===== src/rtl/fetch_buffer_pkg.sv =====
// Shared constants and slot record for the instruction fetch buffer.
// Each buffered slot holds one instruction plus its fetch exception and cookie.
package fetch_buffer_pkg;

    localparam logic [31:0] PC_RESET  = 32'h1c00_0000;
    localparam logic [31:0] INST_NOP  = 32'h0340_0000;
    localparam logic [31:0] ZERO_WORD = 32'h0000_0000;

    // pc 32 + inst 32 + exception 7 + flag 2 + badv 32 + cookie 32
    localparam int FB_SLOT_W = 137;

    typedef struct packed {
        logic [31:0] pc;
        logic [31:0] inst;
        logic [6:0]  exception;
        logic [1:0]  excp_flag;
        logic [31:0] badv;
        logic [31:0] cookie;
    } fb_slot_t;

    // A packet splits into two slots only when it is exception-free and
    // the next fetch PC is exactly two instructions ahead.
    function automatic logic is_pair_packet(input logic [31:0] pc,
                                            input logic [31:0] pc_next,
                                            input logic [1:0]  excp_flag);
        return (excp_flag == 2'b00) && ((pc_next - pc) == 32'd8);
    endfunction

endpackage


===== src/rtl/fetch_buffer_ram.sv =====
// Slot storage for the fetch buffer: two write ports, two asynchronous read ports.
// Write addresses are always distinct (wptr and wptr+1), so port order is irrelevant.
module fetch_buffer_ram
    import fetch_buffer_pkg::*;
#(
    parameter int DEPTH = 16,
    parameter int PTR_W = $clog2(DEPTH)
) (
    input  logic                 clk,
    input  logic                 i_we0,
    input  logic [PTR_W-1:0]     i_waddr0,
    input  logic [FB_SLOT_W-1:0] i_wdata0,
    input  logic                 i_we1,
    input  logic [PTR_W-1:0]     i_waddr1,
    input  logic [FB_SLOT_W-1:0] i_wdata1,
    input  logic [PTR_W-1:0]     i_raddr0,
    output logic [FB_SLOT_W-1:0] o_rdata0,
    input  logic [PTR_W-1:0]     i_raddr1,
    output logic [FB_SLOT_W-1:0] o_rdata1
);

    logic [FB_SLOT_W-1:0] r_mem [DEPTH];

    always_ff @(posedge clk) begin
        if (i_we0) begin
            r_mem[i_waddr0] <= i_wdata0;
        end
        if (i_we1) begin
            r_mem[i_waddr1] <= i_wdata1;
        end
    end

    assign o_rdata0 = r_mem[i_raddr0];
    assign o_rdata1 = r_mem[i_raddr1];

endmodule


===== src/rtl/fetch_buffer.sv =====
// Instruction-granular queue between the IF1->FIFO stage and decode.
// Splits fetch packets into slots and presents up to two instructions per cycle.
module fetch_buffer
    import fetch_buffer_pkg::*;
#(
    parameter int DEPTH = 16,
    parameter int PTR_W = $clog2(DEPTH)
) (
    input  logic        clk,
    input  logic        rst,
    input  logic        flush,
    input  logic        fifo_readygo,
    output logic        fifo_allowin,
    output logic        fetch_buf_full,
    input  logic [31:0] if1_fifo_pc,
    input  logic [31:0] if1_fifo_pc_next,
    input  logic [31:0] if1_fifo_inst0,
    input  logic [31:0] if1_fifo_inst1,
    input  logic [31:0] if1_fifo_icache_badv,
    input  logic [6:0]  if1_fifo_icache_exception,
    input  logic [1:0]  if1_fifo_icache_excp_flag,
    input  logic [31:0] if1_fifo_icache_cookie_out,
    input  logic        id_allowin,
    output logic        fb_valid0,
    output logic        fb_valid1,
    output logic [31:0] fb_pc0,
    output logic [31:0] fb_pc1,
    output logic [31:0] fb_inst0,
    output logic [31:0] fb_inst1,
    output logic [6:0]  fb_exception,
    output logic [1:0]  fb_excp_flag,
    output logic [31:0] fb_badv,
    output logic [31:0] fb_cookie
);

    localparam int CNT_W = PTR_W + 1;

    logic [PTR_W-1:0]     r_wptr;
    logic [PTR_W-1:0]     r_rptr;
    logic [CNT_W-1:0]     r_count;

    logic                 w_push;
    logic                 w_excp;
    logic                 w_pair;
    logic [1:0]           w_n_push;
    logic [1:0]           w_n_pop;
    logic [CNT_W:0]       w_count_next;
    logic [PTR_W-1:0]     w_wptr_inc;
    logic [PTR_W-1:0]     w_rptr_inc;
    fb_slot_t             w_slot_a;
    fb_slot_t             w_slot_b;
    fb_slot_t             w_head;
    fb_slot_t             w_next;
    logic [FB_SLOT_W-1:0] w_rdata0;
    logic [FB_SLOT_W-1:0] w_rdata1;
    logic                 w_next_unused;

    // Backpressure looks only at the registered count so it never forms a
    // combinational path from decode's id_allowin back to fetch.
    assign fifo_allowin   = (r_count <= CNT_W'(DEPTH - 2));
    assign fetch_buf_full = ~fifo_allowin;

    assign w_push     = fifo_readygo & fifo_allowin;
    assign w_excp     = (if1_fifo_icache_excp_flag != 2'b00);
    assign w_pair     = is_pair_packet(if1_fifo_pc, if1_fifo_pc_next,
                                       if1_fifo_icache_excp_flag);
    assign w_wptr_inc = r_wptr + PTR_W'(1);
    assign w_rptr_inc = r_rptr + PTR_W'(1);

    always_comb begin
        w_slot_a        = '0;
        w_slot_a.pc     = if1_fifo_pc;
        w_slot_a.inst   = if1_fifo_inst0;
        w_slot_a.cookie = if1_fifo_icache_cookie_out;
        if (w_excp) begin
            w_slot_a.exception = if1_fifo_icache_exception;
            w_slot_a.excp_flag = if1_fifo_icache_excp_flag;
            w_slot_a.badv      = if1_fifo_icache_badv;
        end

        w_slot_b        = '0;
        w_slot_b.pc     = if1_fifo_pc + 32'd4;
        w_slot_b.inst   = if1_fifo_inst1;
        w_slot_b.cookie = if1_fifo_icache_cookie_out;
    end

    always_comb begin
        w_n_push = 2'd0;
        if (w_push) begin
            w_n_push = w_pair ? 2'd2 : 2'd1;
        end
    end

    fetch_buffer_ram #(
        .DEPTH (DEPTH),
        .PTR_W (PTR_W)
    ) u_ram (
        .clk      (clk),
        .i_we0    (w_push),
        .i_waddr0 (r_wptr),
        .i_wdata0 (w_slot_a),
        .i_we1    (w_push & w_pair),
        .i_waddr1 (w_wptr_inc),
        .i_wdata1 (w_slot_b),
        .i_raddr0 (r_rptr),
        .o_rdata0 (w_rdata0),
        .i_raddr1 (w_rptr_inc),
        .o_rdata1 (w_rdata1)
    );

    assign w_head = fb_slot_t'(w_rdata0);
    assign w_next = fb_slot_t'(w_rdata1);

    // Slot 1 only contributes pc/inst/flag to decode; its remaining fields
    // become visible once it reaches the head.
    assign w_next_unused = ^{w_next.exception, w_next.badv, w_next.cookie};

    // An exception slot never pairs: it is held back from slot 1 and, at
    // the head, blocks its successor from issuing alongside it.
    assign fb_valid0 = (r_count != '0);
    assign fb_valid1 = (r_count >= CNT_W'(2)) &&
                       (w_head.excp_flag == 2'b00) &&
                       (w_next.excp_flag == 2'b00);

    always_comb begin
        fb_pc0       = PC_RESET;
        fb_inst0     = INST_NOP;
        fb_exception = 7'd0;
        fb_excp_flag = 2'd0;
        fb_badv      = ZERO_WORD;
        fb_cookie    = ZERO_WORD;
        fb_pc1       = PC_RESET;
        fb_inst1     = INST_NOP;
        if (fb_valid0) begin
            fb_pc0       = w_head.pc;
            fb_inst0     = w_head.inst;
            fb_exception = w_head.exception;
            fb_excp_flag = w_head.excp_flag;
            fb_badv      = w_head.badv;
            fb_cookie    = w_head.cookie;
        end
        if (fb_valid1) begin
            fb_pc1   = w_next.pc;
            fb_inst1 = w_next.inst;
        end
    end

    assign w_n_pop = id_allowin ? (2'(fb_valid0) + 2'(fb_valid1)) : 2'd0;

    assign w_count_next = {1'b0, r_count} + (CNT_W+1)'(w_n_push)
                        - (CNT_W+1)'(w_n_pop);

    always_ff @(posedge clk or posedge rst) begin
        if (rst) begin
            r_wptr  <= '0;
            r_rptr  <= '0;
            r_count <= '0;
        end else if (flush) begin
            r_wptr  <= '0;
            r_rptr  <= '0;
            r_count <= '0;
        end else begin
            r_wptr  <= r_wptr + PTR_W'(w_n_push);
            r_rptr  <= r_rptr + PTR_W'(w_n_pop);
            r_count <= w_count_next[CNT_W-1:0];
        end
    end

    a_no_overflow: assert property (@(posedge clk) disable iff (rst)
        w_push |-> (w_count_next <= (CNT_W+1)'(DEPTH)));

endmodule


===== config.mk =====
export PLATFORM = sky130hd
export DESIGN_NAME = fetch_buffer
export DESIGN_NICKNAME = d
export VERILOG_FILES = /design/src/rtl/fetch_buffer_pkg.sv /design/src/rtl/fetch_buffer_ram.sv /design/src/rtl/fetch_buffer.sv
export SDC_FILE = /design/constraint.sdc
export NUM_CORES = 2
export LEC_CHECK = 0
export BUFFER_PORTS_ARGS = -buffer_cell sky130_fd_sc_hd__buf_2
export CORE_MARGIN = 2
export CORE_UTILIZATION = 45
export CTS_BUF_LIST = sky130_fd_sc_hd__clkbuf_8
export DETAILED_ROUTE_END_ITERATION = 6
export HOLD_SLACK_MARGIN = 0.06
export SLEW_MARGIN = 20
export SYNTH_ARGS = -nofsm -noshare
export SYNTH_HDL_FRONTEND = slang
export SYNTH_SLANG_ARGS = --single-unit

===== constraint.sdc =====
create_clock -name clk -period 5.7 [get_ports clk]
set_clock_uncertainty 0.15 [all_clocks]
set_input_delay 1.14 -clock clk [delete_from_list [all_inputs] [get_ports clk]]
set_output_delay 1.14 -clock clk [all_outputs]
set_load 0.01 [all_outputs]

======== Yosys cells after proc, flatten, opt, wreduce, memory -nomap -nowiden ========
Memories as Yosys holds them, arrays and structs flattened.
Cells that the tools add are included.
word-level totals
  bits in registers ....................... 13
  RAM bits ................................ 2,192
  input port bits ......................... 206
  output and inout port bits .............. 205
  logic and storage cells ................. 46
  memories kept ........................... 1
cells by class
  add/subtract/negate cells ............... 9
  order comparisons ....................... 2
  eq/ne operators ......................... 1
  multiplexer cells ....................... 19
  bitwise operators ....................... 3
  reduce and logical (&&, ||, !) cells .... 8
memory list
  memory       words  width  read ports  clocked after memory_dff  wr ports  line                    text
  u_ram.r_mem  16     137    2           0                         2         fetch_buffer_ram.sv:22  logic [FB_SLOT_W-1:0] r_mem [DEPTH];
operator list
  operator                 number
  $mux W32                 6
  $mux W41                 1
  $add A32 B3 Y32 const B  1
  $eq A32 B4 Y1 const B    1
  $sub A32 B32 Y32         1
  $add A4 B1 Y4 const B    2
  $add A4 B2 Y4            2
  $mux W2                  4
  $mux W4                  2
  $mux W7                  1
  $logic_not A2 Y1         3
  $add A5 B2 Y5            1
  $ge A5 B2 Y1 const B     1
  $le A5 B4 Y1 const B     1
  $mux W5                  1
  $reduce_bool A5 Y1       1
  $sub A5 B2 Y5            1
  $mux W1                  4
  $logic_and A1 B1 Y1      3
  $add A1 B1 Y2            1
  $and A1 B1 Y1            2
  $reduce_bool A2 Y1       1
  $not A1 Y1               1

======== Logic depth before layout (Yosys ltp) ========
  word-level depth ........................ 8
  depth in mapped cells ................... 25
  depth with buffers taken out ............ 21

======== By module ========
From an unflattened synthesis, not the netlist that was laid out.
second synthesis, totals
  cells, all modules ...................... 7,766
  area, all modules ....................... 131,238.4 µm²
by module, submodules not included
  module            times used  cells an instance  area each (µm²)  seq. area each (µm²)
  fetch_buffer_ram  1           6,987              126,010.9        65,823.1
  fetch_buffer      1           779                5,227.5          325.3

======== Worst setup path before layout ========
No wires, ideal clock.
  path kind ............................... in2reg
  start ................................... in if1_fifo_pc[4]
  end ..................................... mem u_ram.r_mem[0][0], enable pin
  setup time .............................. 494 ps
  arrival ................................. 7,073 ps
  data required time ...................... 5,056 ps
  setup slack ............................. -2,017 ps
  cell stages on the path ................. 14
  path buffers ............................ 3
  path through ............................ clkinv_1 > clkbuf_1 > ha_1 > clkbuf_2 > nand2_1 > o211a_1 > a2111oi_0 > nor2_1 > xnor2_1 > or4b_1 > nor4b_4 > nand4_1 > nand2_1 > clkbuf_1
RTL lines
  element      line                    text
  from (decl)  fetch_buffer.sv:15      input logic [31:0] if1_fifo_pc,
  to (decl)    fetch_buffer_ram.sv:22

======== Worst setup path after layout ========
  start ................................... reg r_rptr[1]
  end ..................................... out fb_pc0[24]
between the ends
  cells in the longest elaborated chain, start to end .. 2
RTL lines
  element                 line                 text
  from (decl)             fetch_buffer.sv:39   logic [PTR_W-1:0] r_rptr;
  from (signal assigned)  fetch_buffer.sv:164  r_rptr <= r_rptr + PTR_W'(w_n_pop);
  $mem_v2 Z16 W137        -
  $mux W32                fetch_buffer.sv:134  if (fb_valid0) begin
  to (decl)               fetch_buffer.sv:26   output logic [31:0] fb_pc0,
Every way passes these cells.

==> summary.txt <==
Routing
  – Remaining DRCs: 0
  – DRT met1 WL: ~150 mm
  – Initial DRC Count: between 10000 and 15000
  – Metal2 WL: 181.6 mm
  – Drt total wl: ~400 mm
  – First-pass detailed-route iteration total: 6
  – DR top layer: met5
  – Via count: 82880
  – Drt wl/cell: 30.83 um
  – Met3 wire len: between 40 and 50 mm
  – Antenna-violating nets left: 0
  – Vias per cell: 6.465

Finish
  – Finished Core Util: 0.5253
  – Fin area: ~130000 sq um
  – Share of cells above drive strength 1: 0.2739
  – Final net count: 9467
  – FF/Latch Area: between 50000 and 60000 sq um
  – Area grow syn2layout: 15.94%
  – Area of the multi-input gates: 48230 sq um
  – # fillers: a little over 20000

Clocking
  – CTS buffer count: 393
  – CTS max path bufs: 4
  – Clock Sinks: 2205
  – CTS H-tree lvls: 5
  – CTS tree: yes
  – Worst-path clk slew: 0.05 ns
  – Worst skew pair latency: around 1.1 ns
  – Root buffer cell: clkbuf_8

Floorplanning
  – Die area: 251800 sq um
  – Top-level port count: 411
  – Initial core utilization: 0.4531
  – Core area: 246200 sq um
  – Rows: roughly 180
  – Die width: around 500 um
  – Die H: 501.8 um

Synthesis
  – Synth Flop Type: edfxtp_1
  – Netlist cell types: 66
  – Synth Net Count: 9071
  – Syn avg cell area: 12.65 sq um
  – Cell area after synthesis: 111500 sq um
  – Sequential share of the synthesized area: 0.5342
  – Async S/R FF share, synth: 0.005896
  – EDFF count, synth: between 1500 and 2000
  – Syn. warnings: 0
  – Post-synthesis register bit count: around 2200
  – Mapped Cells: roughly 8800

Placement
  – Number of port buffers: between 400 and 500
  – RD Place Congestion: 0.8933
  – Placed instance area: 122000 sq um
  – Setup WS pre-CTS: -0.4551 ns
  – DP Wirelength: 234.5 mm

STA
  – Count of final setup violators: 0
  – Fin worst setup slack: 0.08142 ns
  – Period utilization: 0.9857
  – Hold WS: around 0.27 ns
  – Fmax: 178.0 MHz
  – Worst Tran Pin Value: 1.189 ns
  – Max-slew headroom: 0.2076
  – Final Max Slew Viols: 0
  – Final hold vios: 0
  – Tmin final: ~5.6 ns
  – RSZ-0062 raised after global routing: yes

Critical path
  – Setup crit start: r_rptr[1]$_DFF_PP0_
  – Data arrival time of the critical path: 4.33 ns
  – Crit end category: output pin
  – Critical path startpoint category: flop
  – Reg2reg start: r_rptr[1]$_DFF_PP0_
  – Critical path data required time: 4.41 ns
  – Kind of critical path: reg2out
  – Crit path max fanout: 150

Run
  – Max Cap Violations: 0

Pwr
  – PnR Total Power: 0.04427 W
  – P_leak: 46.39 nW
  – Worst vdd ir: 0.3038 mV
  – PwrDens: around 340 nW/um^2

Outcome
  – Status: finished clean

GRT
  – First-pass GRT wire length: 567.2 mm
  – Grt ovf: 0
  – Gr usage total: 0.3087
  – Antenna violations before repair: 50
  – Vias in the first global route: between 80000 and 90000
  – Largest net degree at the start of global routing: 151

Min path
  – Worst Hold Class: in2reg
  – Hold path startpoint: flush
[power by group]
group | switching [W] | internal (W)
Sequential | 0.000476 | 0.0179
Clock | 0.00664 | 0.00696
Combinational | 0.00682 | 0.00543
Total | 0.0139 | 0.0303
[cell usage in the layout, fill, tap and decap left out, drive strengths merged, types with 5 or more instances in the layout]
cell type and instances:
buf 1034, a31oi 9, clkinvlp 7, nor2b 13, xnor2 36, a22oi 10, o21a 8, o21ai 191
nand2 238, nand2b 16, mux4 982, nor3 21, o21bai 5, a221oi 9, o22ai 322, or2 6
clkbuf 419, clkinv 111, edfxtp 1536, mux2i 34, a21oi 728, nand3 35, dfxtp 656, inv 183
ha 48, nand4 29, or3 12, a21o 121, mux2 5, and2 723, a22o 528, bufinv 6
dfrtp 13, xor2 5, o211ai 9, nor2 1322, diode 28
[per-layer routing]
| layer | vias up | GRT usage |
|---|---|---|
| met2 | 5553 | 0.4797 |
| met1 | 41940 | 0.4106 |
| li1 | 34300 | - |
| met3 | 1071 | 0.07461 |
| met5 | - | 0 |
| met4 | 26 | 0.1403 |
[synthesized netlist by cell type (all sizes together) (3+ instances only)]
master	number	share of area
inv	36	0.0012
fa	4	0.00072
nor2	1322	0.044
o31ai	4	0.00027
mux4	982	0.20
mux2i	34	0.0031
a211oi	3	0.00020
o21bai	5	0.00034
clkinv	22	0.00074
clkbuf	756	0.025
xor2	5	0.00039
o311ai	4	0.00031
a21oi	728	0.033
o22ai	322	0.018
nand4	29	0.0016
and2	723	0.041
o211ai	9	0.00061
a221oi	9	0.00071
ha	48	0.0054
nand3	35	0.0016
o21a	8	0.00054
nor3	21	0.00094
nor4	4	0.00028
buf	281	0.012
dfxtp	656	0.12
a22oi	10	0.00067
nand2b	16	0.00090
mux2	5	0.00050
xnor2	36	0.0028
a31oi	9	0.00050
edfxtp	1536	0.41
o21ai	191	0.0086
nor2b	13	0.00073
a21boi	3	0.00020
a22o	528	0.041
and3	4	0.00022
or2	6	0.00034
a21o	121	0.0081
nand2	238	0.0080
or3	12	0.00067
dfrtp	13	0.0029
[timing repair]
action	CTS	global route
gates cloned	3	1
buffers inserted	4	0
setup endpoints to repair	137	40
endpoints found under the hold margin	13	0
pin swaps	2	2
resized for setup	17	9
hold buffers	1	0
[final cells by class]
type                            count  share of cell area
Clock buffer                      418             0.04449
Tap cell                         3312             0.03205
Antenna cell                       28           0.0005419
Multi-Input combinational cell   5513              0.3730
Clock inverter                    249            0.009134
Sequential cell                  2205              0.4609
Inverter                           58            0.001761
Timing Repair Buffer             1038             0.07813
[flip-flops by register name, indices dropped and copies added (netlist names)]
register     cells
r_rptr           4
r_count          5
r_wptr           4
u_ram.r_mem   2192
[worst max-delay path, cell delays in order (launching register included)]
cell and delay [ns]:
dfrtp_4 0.53, buf_16 0.35, buf_12 0.69, mux4_2 0.44
mux4_2 0.47, and2_1 0.27, buf_2 0.19
[cells by family (layout without fill, tap and decap cells)]
logic type | count (synthesis) | count (layout) | share of synthesized area
compound gates | 1968 | 1968 | 0.1144
other cells | 0 | 28 | 0
xor+xnor | 41 | 41 | 0.003220
buf+inv | 1095 | 1763 | 0.03905
fa+ha+maj | 52 | 52 | 0.006103
simple gates | 2431 | 2431 | 0.1011
flops | 2205 | 2205 | 0.5342
mux | 1021 | 1021 | 0.2019
[final timing paths]
kind / end / slack (ns) / cells after the start
setup / recovery: fb_pc0[24] / 0.08 / 6
hold / removal: r_wptr[2]$_DFF_PP0_ / 0.27 / 2
setup reg to reg: r_count[4]$_DFF_PP0_ / 1.07 / 18
hold reg to reg: u_ram.r_mem[6][65]$_SDFFE_PP0P_ / 0.32 / 2
max in group asynchronous: r_rptr[2]$_DFF_PP0_ / 4.34 / 3
min in group asynchronous: r_wptr[1]$_DFF_PP0_ / 0.61 / 3
[metrics by stage]
step / std cells / TNS (ns)
after floorplan: 8813 / 0
after global placement: 12120 / -15.76
after detailed placement: 12120 / -35.85
after CTS: 12790 / -0.00003109
after global routing: 12810 / -0.04932
final: 12820 / 0
Power figures use the tool's default switching activity.
